$ cat src/rtl/audio_out_stage_if.sv
// Sample and control bundle between the sound mixer and the output stage.
interface audio_out_stage_if #(
    parameter int unsigned IN_W = 16
);
    logic                   in_ce;
    logic signed [IN_W-1:0] in_sample;
    logic [3:0]             gain;
    logic                   mute;
    logic signed [IN_W-1:0] out_sample;
    logic                   out_strobe;
    logic                   clip;

    modport master (
        output in_ce, in_sample, gain, mute,
        input  out_sample, out_strobe, clip
    );

    modport slave (
        input  in_ce, in_sample, gain, mute,
        output out_sample, out_strobe, clip
    );
endinterface

$ cat src/rtl/audio_out_stage.sv
// Post-mix output stage: block-average decimation, 1-pole low-pass,
// master gain with saturation and mute, held output with strobe.
module audio_out_stage #(
    parameter int unsigned IN_W      = 16,
    parameter int unsigned AVG_LOG2  = 3,
    parameter int unsigned LPF_SHIFT = 2
) (
    input  logic              clk_sys,
    input  logic              reset,
    audio_out_stage_if.slave  bus
);
    localparam int unsigned ACC_W = IN_W + AVG_LOG2;
    localparam int unsigned P_W   = IN_W + 5;
    localparam logic [AVG_LOG2-1:0]   CNT_MAX = '1;
    localparam logic signed [P_W-1:0] Q_MAX   = {{6{1'b0}}, {(IN_W-1){1'b1}}};
    localparam logic signed [P_W-1:0] Q_MIN   = {{6{1'b1}}, {(IN_W-1){1'b0}}};
    localparam logic signed [IN_W-1:0] OUT_MAX = {1'b0, {(IN_W-1){1'b1}}};
    localparam logic signed [IN_W-1:0] OUT_MIN = {1'b1, {(IN_W-1){1'b0}}};

    logic [AVG_LOG2-1:0]    cnt_q;
    logic signed [ACC_W-1:0] acc_q;
    logic signed [IN_W-1:0] avg_q;
    logic                   v1_q;
    logic signed [IN_W-1:0] y_q;
    logic                   v2_q;
    logic signed [IN_W-1:0] out_q;
    logic                   strobe_q;
    logic                   clip_q;

    logic signed [ACC_W-1:0] sum_c;
    logic signed [IN_W-1:0]  avg_d;
    logic signed [IN_W:0]    diff_c;
    logic signed [IN_W-1:0]  y_d;
    logic signed [P_W-1:0]   y_ext_c;
    logic signed [P_W-1:0]   g_ext_c;
    logic signed [P_W-1:0]   prod_c;
    logic signed [P_W-1:0]   q_c;
    logic signed [IN_W-1:0]  out_d;
    logic                    clip_d;

    // The wrap sample is included in the block sum before the floor divide.
    assign sum_c = acc_q + {{AVG_LOG2{bus.in_sample[IN_W-1]}}, bus.in_sample};
    assign avg_d = IN_W'(sum_c >>> AVG_LOG2);

    // Convex step toward avg, so y never leaves the IN_W range.
    assign diff_c = {avg_q[IN_W-1], avg_q} - {y_q[IN_W-1], y_q};
    assign y_d    = y_q + IN_W'(diff_c >>> LPF_SHIFT);

    assign y_ext_c = {{5{y_q[IN_W-1]}}, y_q};
    assign g_ext_c = {{(P_W-4){1'b0}}, bus.gain};
    assign prod_c  = y_ext_c * g_ext_c;
    assign q_c     = prod_c >>> 2;

    always_comb begin
        out_d  = q_c[IN_W-1:0];
        clip_d = 1'b0;
        if (q_c > Q_MAX) begin
            out_d  = OUT_MAX;
            clip_d = 1'b1;
        end else if (q_c < Q_MIN) begin
            out_d  = OUT_MIN;
            clip_d = 1'b1;
        end
        if (bus.mute) begin
            out_d  = '0;
            clip_d = 1'b0;
        end
    end

    always_ff @(posedge clk_sys) begin
        if (reset) begin
            cnt_q    <= '0;
            acc_q    <= '0;
            avg_q    <= '0;
            v1_q     <= 1'b0;
            y_q      <= '0;
            v2_q     <= 1'b0;
            out_q    <= '0;
            strobe_q <= 1'b0;
            clip_q   <= 1'b0;
        end else begin
            v1_q <= 1'b0;
            if (bus.in_ce) begin
                if (cnt_q == CNT_MAX) begin
                    avg_q <= avg_d;
                    acc_q <= '0;
                    cnt_q <= '0;
                    v1_q  <= 1'b1;
                end else begin
                    acc_q <= sum_c;
                    cnt_q <= cnt_q + AVG_LOG2'(1);
                end
            end

            v2_q <= v1_q;
            if (v1_q) begin
                y_q <= y_d;
            end

            strobe_q <= v2_q;
            clip_q   <= 1'b0;
            if (v2_q) begin
                out_q  <= out_d;
                clip_q <= clip_d;
            end
        end
    end

    assign bus.out_sample = out_q;
    assign bus.out_strobe = strobe_q;
    assign bus.clip       = clip_q;
endmodule

$ cat src/flat_wrapper.sv
// flat-port wrapper written by rule: the top's interface ports become plain ports
module audio_out_stage_flat 
#(
    parameter int unsigned IN_W      = 16,
    parameter int unsigned AVG_LOG2  = 3,
    parameter int unsigned LPF_SHIFT = 2
)
  (clk_sys, reset, bus_in_ce, bus_in_sample, bus_gain, bus_mute, bus_out_sample, bus_out_strobe, bus_clip);
  audio_out_stage_if #(.IN_W(IN_W)) bus_i ();
  input  logic clk_sys;
  input  logic reset;
  input wire logic [$bits(bus_i.in_ce)-1:0] bus_in_ce;
  input wire logic [$bits(bus_i.in_sample)-1:0] bus_in_sample;
  input wire logic [$bits(bus_i.gain)-1:0] bus_gain;
  input wire logic [$bits(bus_i.mute)-1:0] bus_mute;
  output wire logic [$bits(bus_i.out_sample)-1:0] bus_out_sample;
  output wire logic [$bits(bus_i.out_strobe)-1:0] bus_out_strobe;
  output wire logic [$bits(bus_i.clip)-1:0] bus_clip;
  assign bus_i.in_ce = bus_in_ce;
  assign bus_i.in_sample = bus_in_sample;
  assign bus_i.gain = bus_gain;
  assign bus_i.mute = bus_mute;
  assign bus_out_sample = bus_i.out_sample;
  assign bus_out_strobe = bus_i.out_strobe;
  assign bus_clip = bus_i.clip;
  audio_out_stage #(.IN_W(IN_W), .AVG_LOG2(AVG_LOG2), .LPF_SHIFT(LPF_SHIFT)) u_core (.clk_sys(clk_sys), .reset(reset), .bus(bus_i));
endmodule
$ cat config.mk
export PLATFORM = sky130hd
export DESIGN_NAME = audio_out_stage_flat
export DESIGN_NICKNAME = d
export VERILOG_FILES = /design/src/rtl/audio_out_stage_if.sv /design/src/rtl/audio_out_stage.sv /design/src/flat_wrapper.sv
export SDC_FILE = /design/constraint.sdc
export NUM_CORES = 1
export LEC_CHECK = 0
export BUFFER_PORTS_ARGS = -buffer_cell sky130_fd_sc_hd__buf_2
export CAP_MARGIN = 30
export CORE_UTILIZATION = 51
export DETAILED_ROUTE_END_ITERATION = 6
export GPL_TIMING_DRIVEN = 0
export PLACE_DENSITY = 0.67
export SYNTH_ARGS = -nofsm -noshare
export SYNTH_HDL_FRONTEND = slang
export SYNTH_SLANG_ARGS = --single-unit
$ cat constraint.sdc
create_clock -name clk_sys -period 5.97 [get_ports clk_sys]
set_clock_uncertainty 0.1 [all_clocks]
set_input_delay 0.597 -clock clk_sys [delete_from_list [all_inputs] [get_ports clk_sys]]
set_output_delay 0.597 -clock clk_sys [all_outputs]
set_load 0.05 [all_outputs]
Word-level counts from Yosys, hierarchy flattened
Index checks and enable logic that the tools add are counted.
- register bits: 74
- input bits: 24
- output and inout port bits: 18
- logic and storage cells: 30
- add/sub/neg operators: 4
- multiply operators: 1
- magnitude comparators: 2
- equality and inequality tests: 1
- muxes and demuxes: 8
- bitwise gates (word level): 2
- reductions and logical operators: 3
- operators with widths (cell ; count):
    $mux W16 ; 3
    $mul A16 B5 Y21 ; 1
    $add A19 B19 Y19 ; 1
    $gt A19 B16 Y1 const B ; 1
    $lt A19 B16 Y1 const B ; 1
    $mux W19 ; 1
    $sub A16 B16 Y17 ; 1
    $add A16 B15 Y16 ; 1
    $add A3 B1 Y3 const B ; 1
    $eq A3 B3 Y1 const B ; 1
    $mux W1 ; 3
    $mux W3 ; 1
    $reduce_or A3 Y1 ; 1
    $not A1 Y1 ; 2
    $reduce_and A2 Y1 ; 1
    $reduce_or A2 Y1 ; 1

Depth between registers and ports, before layout
Gate-level depths: netlist of the first run.
- word-level depth: 5
- gate-level depth with buffers: 20
- gate-level depth less buffers: 20

Worst setup path after synthesis of the first run
No wires, ideal clock.
- kind: input to register
- start: input port bus_gain[2]
- end: register u_core.out_q[0], in the netlist u_core.bus.out_sample[0]
- library setup time: 0.095 ns
- arrival time: 4.677 ns
- required time: 5.775 ns
- path slack: 1.098 ns
- cell stages on the path: 16
- path buffers: 1
- path through: clkbuf_1 and2_1 ha_1 fa_1 inv_1 fa_1 inv_1 ha_1 a21o_1 a211oi_4 o21ai_2 a31o_1 and3_4 o41a_4 or2_1 a221oi_1
- word-level cells in the longest chain between the ends: 5
- elaborated cells on any way between the ends: 6
- those cells by class: 1 x mul; 2 x order compare; 3 x mux
- RTL lines (item ; RTL line ; RTL):
    start: declaration ; flat_wrapper.sv:14 ; input wire logic [$bits(bus_i.gain)-1:0] bus_gain;
    $mul A16 B5 Y21 (*) ; audio_out_stage.sv:51 ; assign prod_c = y_ext_c * g_ext_c;
    $lt A19 B16 Y1 ; audio_out_stage.sv:60 ; end else if (q_c < Q_MIN) begin
    $mux W16 ; audio_out_stage.sv:60 ;
    $mux W16 (*) ; audio_out_stage.sv:57 ; if (q_c > Q_MAX) begin
    $mux W16 (*) ; audio_out_stage.sv:64 ; if (bus.mute) begin
    end signal: assignment ; audio_out_stage.sv:103 ; out_q <= out_d;
    end: declaration ; audio_out_stage.sv:26 ; logic signed [IN_W-1:0] out_q;
Every way passes the cells marked *; elsewhere a longest branch is shown, timed or not.
A chain may end at the register's enable or synchronous reset.

Worst setup path in the final report of the first run
- start: input port bus_gain[2]
- end: register u_core.out_q[13], in the netlist u_core.bus.out_sample[13]
Same word-level chain as after synthesis.

==> results of run 1 <==
-- critical path, stage by stage --
cell and delay (ns):
buf_2 0.16, clkbuf_1 0.36, and2_1 0.19, ha_1 0.26
fa_1 0.55, inv_1 0.06, fa_1 0.52, inv_1 0.04
ha_1 0.27, buf_2 0.17, and2_1 0.19, a311oi_2 0.47
o211ai_1 0.18, a211oi_2 0.32, nand3b_1 0.11, mux2i_1 0.25
a31oi_1 0.14, and2_2 0.22, buf_4 0.18, a221o_1 0.27
-- cell type report --
cell class,instances,area [um2],share of cell area [%]
Multi-Input combinational cell,653,5170,66.0
Sequential cell,74,1480,18.9
Inverter,88,330,4.22
Clock buffer,12,246,3.15
Tap cell,176,220,2.81
Timing Repair Buffer,40,200,2.56
Buffer,27,111,1.42
Clock inverter,4,75.1,0.958
-- through the flow --
stage                     power, mW  utilization [%]
after CTS                      1.32             58.5
after global routing           1.36             58.5
final                          1.31             58.5
after detailed placement      0.729             56.1
after floorplan               0.679                -
after global placement        0.721             56.1
-- how the worst max path moves through the flow --
stage / start / cells after the start / slack [ns] / endpoint
after CTS: bus_gain[2] / 20 / 0.61 / u_core.bus.out_sample[13]
after floorplan: bus_gain[2] / 16 / 1.10 / u_core.bus.out_sample[0]
after global routing: bus_gain[2] / 20 / 0.38 / u_core.bus.out_sample[10]
after global placement: bus_gain[2] / 20 / 0.37 / u_core.bus.out_sample[14]
after detailed placement: bus_gain[2] / 20 / 0.28 / u_core.bus.out_sample[13]
final: bus_gain[2] / 20 / 0.58 / u_core.bus.out_sample[13]
-- power by group through the flow --
stage / Clock, mW / Combinational (mW) / Sequential, mW
after floorplan: 0 / 0.148 / 0.531
after global placement: 0 / 0.189 / 0.532
after detailed placement: 0 / 0.196 / 0.533
after CTS: 0.600 / 0.198 / 0.523
after global routing: 0.620 / 0.220 / 0.524
final: 0.587 / 0.199 / 0.523
-- routing by layer --
layer	vias to the layer above	global-route usage [%]	wire, um
met5	-	0	0
met4	0	7.27	378
met3	24	4.94	613
met2	114	43.8	8240
met1	2709	24.8	6600
li1	3001	-	-
-- flip-flops by register name (all words and copies together), names as in the netlist --
name                   cells
u_core.acc_q              19
u_core.bus.clip            1
u_core.v1_q                1
u_core.y_q                16
u_core.cnt_q               3
u_core.avg_q              16
u_core.v2_q                1
u_core.bus.out_sample     16
u_core.bus.out_strobe      1
-- synth_stat cells (all sizes together) (2+ instances only) --
cell type and count:
a221o 14, o211ai 4, nand2 63, clkbuf 21, mux2i 20, xor2 18
nor2b 4, buf 6, nor3 8, a22oi 12, or3 7, nor2 82
nand2b 10, inv 88, a221oi 2, o31ai 4, a2111o 2, o211a 2
ha 89, nand3 9, a311oi 2, nand3b 2, nor4 6, fa 35
a2111oi 2, a21oi 57, a21o 21, or2 3, o2bb2ai 2, o21bai 4
dfxtp 74, and3 5, and2 55, a31o 4, o21a 10, a211oi 8
a31oi 5, xnor2 40, o21ai 25
-- logic make-up (layout without fill, tap and decap cells) --
| kind of cell | after synthesis | count (layout) | synth area share, % |
|---|---|---|---|
| adders and majority gates | 124 | 124 | 25.6 |
| AOI/OAI and AO/OA | 190 | 190 | 19.1 |
| muxes | 21 | 21 | 2.98 |
| and+or+nand+nor | 260 | 260 | 18.1 |
| xor gates and xnor gates | 58 | 58 | 7.16 |
| DFF | 74 | 74 | 20.9 |
| buffers and inverters | 115 | 171 | 6.23 |
==> summary.log, run 1 <==
qor: synthesis.synth-edff-count 0
qor: worst_setup_path.cp.arrival 5.51 ns
qor: cts.cts-root-to-sink-buffers 2
qor: power_and_ir_drop.seq_power_share 40.0%
qor: cts.cts_repair_resize_count 0
qor: synthesis.yosysTopAreaCellShare 20.9%
qor: cts.clk-insertion-delay-late 0.34 ns
qor: synthesis.syn_avg_cell_area 8.42 um2
qor: cts.clk_pin_slew 0.06 ns
qor: sta.setup_ws 0.583 ns
qor: worst_setup_path.register_to_register_path_setup_slack 0.95 ns
qor: synthesis.synthArstFlopShare 0%
qor: worst_setup_path.timing.rr.start u_core.y_q[3]
qor: worst_setup_path.critical_path.reg2reg.endpoint u_core.bus.out_sample[13]
qor: synthesis.ys_seq_elements 74
qor: power_and_ir_drop.ir_worst_vdd 185 uV
qor: global_route.grt_max_degree 13
qor: synthesis.mappedNetlistArea 7090 um2
qor: final_layout.finalInstanceArea 7840 um2
qor: status.outcome finished, final reports clean
qor: floorplanning.die-height 120 um
qor: power_and_ir_drop.p_sw_share 25.8%
qor: synthesis.synthDistinctLibCells 70
qor: synthesis.postSynthCellCount 842
qor: worst_setup_path.crit_path_start_kind input port
qor: cts.clock-root-buffer clkbuf_16
qor: sta.clock.fmax 0.186 GHz
qor: sta.finalWorstPathRequiredPeriod 5.39 ns
qor: synthesis.yosysSeqAreaShare 20.9%
qor: routing.drc 0
qor: synthesis.post_syn_nets 990
qor: routing.drt_iter0_markers 312
qor: power_and_ir_drop.power.clock.fraction 44.8%
qor: final_layout.diodes 0
qor: worst_setup_path.timing.critical_path.fanout_max 10
qor: routing.detail_route.vias_per_cell 5.45
qor: sta.final-hold-violation-count 0
qor: cts.cts_made_buffers 9
qor: final_layout.drive_gt1_share 8.57%
qor: final_layout.final_nets 1041
qor: floorplanning.design.core.area 13400 um2
qor: worst_setup_path.critPathRequiredTime 6.09 ns
qor: synthesis.synth_warn 0
qor: power_and_ir_drop.p_comb_share 15.2%
qor: floorplanning.initial_core_util 52.9%
qor: worst_setup_path.reg2reg_depth 18
qor: final_layout.final_common_cell ha_1
qor: routing.route.vias.total 5848
qor: placement.port_buffers 40
qor: placement.dp_worst_setup_slack 0.277 ns
qor: sta.timing.final.setup_violations 0
qor: worst_hold_path.min_to u_core.avg_q[0]
qor: placement.gpl.final_weighted_congestion 0.851
qor: power_and_ir_drop.internal_power 970 uW
qor: global_route.globalRouteOverflowTotal 0
qor: floorplanning.die-area 14400 um2
qor: routing.total_wirelength_of_the_detailed_routed_design 15.8 mm
qor: worst_setup_path.critPathCaptureType register
qor: routing.antenna_violating_nets_post_route 0
qor: sta.slew-limit-headroom 54.0%
qor: global_route.grt_pass1_vias 5774
qor: cts.cts.sink_count 74
qor: final_layout.layout_common_cells ha_1 (89), inv_1 (88), nor2_1 (82)
qor: floorplanning.design.portCount 42
qor: worst_setup_path.criticalPathCategory in -> reg
qor: power_and_ir_drop.power.static_leakage 3.83 nW
qor: power_and_ir_drop.total_switching_power 338 uW
qor: worst_hold_path.worst_hold_path.num_cells 2
qor: placement.dpl.cell_count 1058
qor: sta.timing.final.max_slew_violations 0
qor: worst_hold_path.hold_path_class reg -> reg
qor: floorplanning.die_width 120 um
qor: routing.per_cell_routed_wire_length 14.7 um
qor: global_route.grt_antenna_before_repair 0
qor: worst_hold_path.startpoint_of_the_lowest_slack_hold_path u_core.avg_q[0]
qor: sta.hold_ws 0.356 ns
qor: sta.measured_slew_at_the_worst_slew_check_pin 0.691 ns
qor: routing.firstDrtPassIters 4
qor: final_layout.final_layout_fill_cell_count 1257
qor: cts.cts_tree yes
qor: sta.setup_tns 0 ns
qor: synthesis.synth_largest_area_cell dfxtp_1
qor: global_route.grt_use_total 22.9%
qor: final_layout.finish.cell_count_without_fillers 1074
qor: cts.post_cts.repair.setup_buffers 0
qor: placement.detailed_place_hpwl 13.0 mm
qor: final_layout.flow.area_growth_from_synthesis 10.5%
qor: sta.unrepaired_setup_endpoints_after_global_routing no
qor: global_route.global_route_wire_length_before_repair 26.2 mm
qor: placement.placement.cell_area 7510 um2
qor: synthesis.synthFlopType dfxtp_1
qor: cts.cts_hold_buf 0
qor: synthesis.ys_top_cells_by_area dfxtp_1 (21%), ha_1 (16%), fa_1 (9.9%)
qor: floorplanning.placementRows 42
qor: power_and_ir_drop.power-per-cell-area 167 nW/um2
qor: sta.final_min_period_over_clock_period 90.2%
qor: cts.clock_tree.htree_level_count 3
qor: job.max-cap-violations 0
Note: power is estimated with default switching activity, not from simulation.
==> inputs of run 2 (changes only) <==
Clock period 5.97 ns to 5.5 ns, I/O delays scaled along.
==> run 2 against run 1 <==
  * Combinational power up 8%
  * Critical endpoint unchanged
  * Routed wire length down 0.74%
  * Largest cell class unchanged
  * Critical path type unchanged
  * Sequential power up 8.6%
==> summary.log, run 2 (synthesis gave the netlist of run 1 again) <==
qor: final_layout.largest_register u_core.acc_q
qor: sta.slew-limit-headroom 53.6% [-0.32 points]
qor: sta.final-hold-violation-count 0 [unchanged]
qor: floorplanning.design.core.area 13400 um2 [unchanged]
qor: final_layout.flow.area_growth_from_synthesis 10.4% [about the same]
qor: sta.final_min_period_over_clock_period 94.6%
qor: sta.timing.final.max_slew_violations 0 [unchanged]
qor: power_and_ir_drop.seq_power_share 40.0% [about the same]
qor: final_layout.final_common_cell ha_1
qor: power_and_ir_drop.total_switching_power 367 uW [+8.7%]
qor: worst_setup_path.worst_setup_sp bus_gain[3]
qor: worst_setup_path.register_to_register_path_setup_slack 0.50 ns [-0.45 ns]
qor: power_and_ir_drop.power-per-cell-area 181 nW/um2 [+8.6%]
qor: power_and_ir_drop.finalPower 1.42 mW [+8.6%]
qor: placement.gpl.final_weighted_congestion 0.851 [unchanged]
qor: cts.cts.sink_count 74 [unchanged]
qor: sta.setup_tns 0 ns [unchanged]
qor: routing.drc 0 [unchanged]
qor: global_route.grt_max_degree 13 [unchanged]
qor: final_layout.layout_common_cells ha_1 (89), inv_1 (88), nor2_1 (82)
qor: power_and_ir_drop.internal_power 1.05 mW [+8.5%]
qor: worst_setup_path.critical_path.reg2reg.endpoint u_core.bus.out_sample[13]
qor: status.outcome finished, final reports clean
qor: power_and_ir_drop.p_comb_share 15.1% [about the same]
qor: worst_setup_path.timing.critical_path.fanout_max 10 [unchanged]
qor: final_layout.drive_gt1_share 8.58% [+0.0096 points]
qor: power_and_ir_drop.ir_worst_vdd 200 uV [+8.4%]
qor: worst_setup_path.cp.arrival 5.33 ns [-0.18 ns]
qor: job.max-cap-violations 0 [unchanged]
qor: routing.firstDrtPassIters 5 [+1]
qor: routing.total_wirelength_of_the_detailed_routed_design 15.7 mm [-0.74%]
qor: floorplanning.initial_core_util 52.9% [unchanged]
qor: worst_setup_path.reg2reg_depth 18 [unchanged]
qor: power_and_ir_drop.power.clock.fraction 44.9% [about the same]
qor: worst_setup_path.timing.rr.start u_core.y_q[3]
qor: routing.drt_iter0_markers 304 [-2.6%]
qor: sta.finalWorstPathRequiredPeriod 5.21 ns
qor: routing.antenna_violating_nets_post_route 0 [unchanged]
qor: worst_setup_path.crit_path_start_kind input port
qor: worst_setup_path.crit_path_end u_core.bus.out_sample[13]
qor: cts.cts_repair_resize_count 0 [unchanged]
qor: final_layout.final_nets 1040 [-0.096%]
qor: sta.clock.fmax 0.192 GHz
qor: placement.port_buffers 40 [unchanged]
qor: floorplanning.design.portCount 42 [unchanged]
qor: global_route.global_route_wire_length_before_repair 26.2 mm [unchanged]
qor: cts.clk-insertion-delay-late 0.34 ns [about the same]
qor: sta.measured_slew_at_the_worst_slew_check_pin 0.695 ns [+0.00483 ns]
qor: routing.detail_route.vias_per_cell 5.44 [about the same]
qor: global_route.grt_use_total 22.9% [unchanged]
qor: worst_setup_path.critPathRequiredTime 5.62 ns [-0.47 ns]
qor: placement.detailed_place_hpwl 13.0 mm [unchanged]
qor: global_route.globalRouteOverflowTotal 0 [unchanged]
qor: global_route.grt_antenna_before_repair 0 [unchanged]
qor: sta.unrepaired_setup_endpoints_after_global_routing no
qor: routing.route.vias.total 5838 [-0.17%]
qor: cts.clock_tree.htree_level_count 3 [unchanged]
qor: floorplanning.die_width 120 um [unchanged]
qor: worst_setup_path.criticalPathCategory in -> reg
qor: power_and_ir_drop.p_sw_share 25.9% [about the same]
qor: cts.cts_made_buffers 9 [unchanged]
qor: cts.clk_pin_slew 0.06 ns [about the same]
qor: power_and_ir_drop.power.static_leakage 3.83 nW [about the same]
qor: worst_hold_path.hold_path_class reg -> reg
qor: worst_setup_path.critPathCaptureType register
qor: floorplanning.placementRows 42 [unchanged]
qor: final_layout.diodes 0 [unchanged]
qor: floorplanning.die-area 14400 um2 [unchanged]
qor: routing.per_cell_routed_wire_length 14.6 um [-0.65%]
qor: final_layout.largest_register_ff_count 19 [unchanged]
qor: sta.timing.final.setup_violations 0 [unchanged]
qor: floorplanning.die-height 120 um [unchanged]
qor: cts.cts-root-to-sink-buffers 2 [unchanged]
qor: cts.cts_tree yes
qor: global_route.grt_pass1_vias 5774 [unchanged]
qor: cts.clock-root-buffer clkbuf_16
run 2: cell types whose count changed in the layout (fill, tap and decap cells not counted):
cell      previous run  this run
clkbuf_1            23        22
run 2: area by class of cell:
| type | count | area, um2 |
|---|---|---|
| fill | 1257 | 5570 |
| multi-input combinational | 653 | 5170 |
| sequential | 74 | 1480 |
| inverter | 88 | 330 |
| clock buffer | 12 | 246 |
| tap | 176 | 220 |
| timing repair buffer | 40 | 200 |
| buffer | 26 | 108 |
| clock inverter | 4 | 75.1 |
run 2: how the worst min path moves through the flow:
stage	startpoint	end	slack [ns]	depth (start not counted)
floorplan	u_core.avg_q[0]	u_core.avg_q[0]	0.33	2
global placement	u_core.avg_q[5]	u_core.avg_q[5]	0.35	2
detailed placement	u_core.avg_q[0]	u_core.avg_q[0]	0.35	2
CTS	u_core.avg_q[0]	u_core.avg_q[0]	0.36	2
global route	u_core.avg_q[13]	u_core.avg_q[13]	0.38	2
finish	u_core.avg_q[0]	u_core.avg_q[0]	0.36	2
run 2: worst max-delay path, cell delays in order:
cell and delay [ns]:
buf_2 0.16, clkbuf_1 0.30, and2_1 0.18, ha_1 0.24, fa_1 0.54, inv_1 0.05
fa_1 0.52, inv_1 0.04, ha_1 0.25, or3_4 0.41, a311oi_2 0.41, o211ai_1 0.18
a211oi_2 0.32, nand3b_1 0.11, mux2i_1 0.25, a31oi_1 0.14, and2_2 0.22, buf_4 0.17
a221o_1 0.27
run 2: what timing repair did:
action	in CTS	in global routing
hold buffers	0	0
endpoints found under the setup margin	0	10
setup buffers	0	0
run 2: metal layers:
layer | vias to the layer above | routed length [um] | GRT usage (%) | part of all wire, %
met5 | - | 0 | 0 | 0
met4 | 0 | 377 | 7.27 | 2.4
met3 | 23 | 600 | 4.94 | 3.8
met2 | 107 | 8150 | 43.8 | 52
met1 | 2707 | 6580 | 24.8 | 42
li1 | 3001 | - | - | -
run 2: power by group through the flow:
stage	Clock, mW	Combinational (mW)	Sequential, mW
after floorplan	0	0.161	0.576
after global placement	0	0.205	0.578
after detailed placement	0	0.213	0.579
after CTS	0.651	0.214	0.567
after global routing	0.673	0.239	0.569
final	0.638	0.215	0.568
run 2: stage by stage:
| step | utilization (%) | setup slack (ns) | area (um2) | hold slack [ns] | cells |
|---|---|---|---|---|---|
| floorplan | - | 0.675 | 7090 | 0.331 | 842 |
| global placement | 56.1 | -0.0519 | 7510 | 0.349 | 1058 |
| detailed placement | 56.1 | -0.146 | 7510 | 0.349 | 1058 |
| CTS | 58.5 | 0.189 | 7840 | 0.357 | 1074 |
| global route | 58.4 | 0.0498 | 7830 | 0.377 | 1073 |
| finish | 58.4 | 0.294 | 7830 | 0.361 | 1073 |
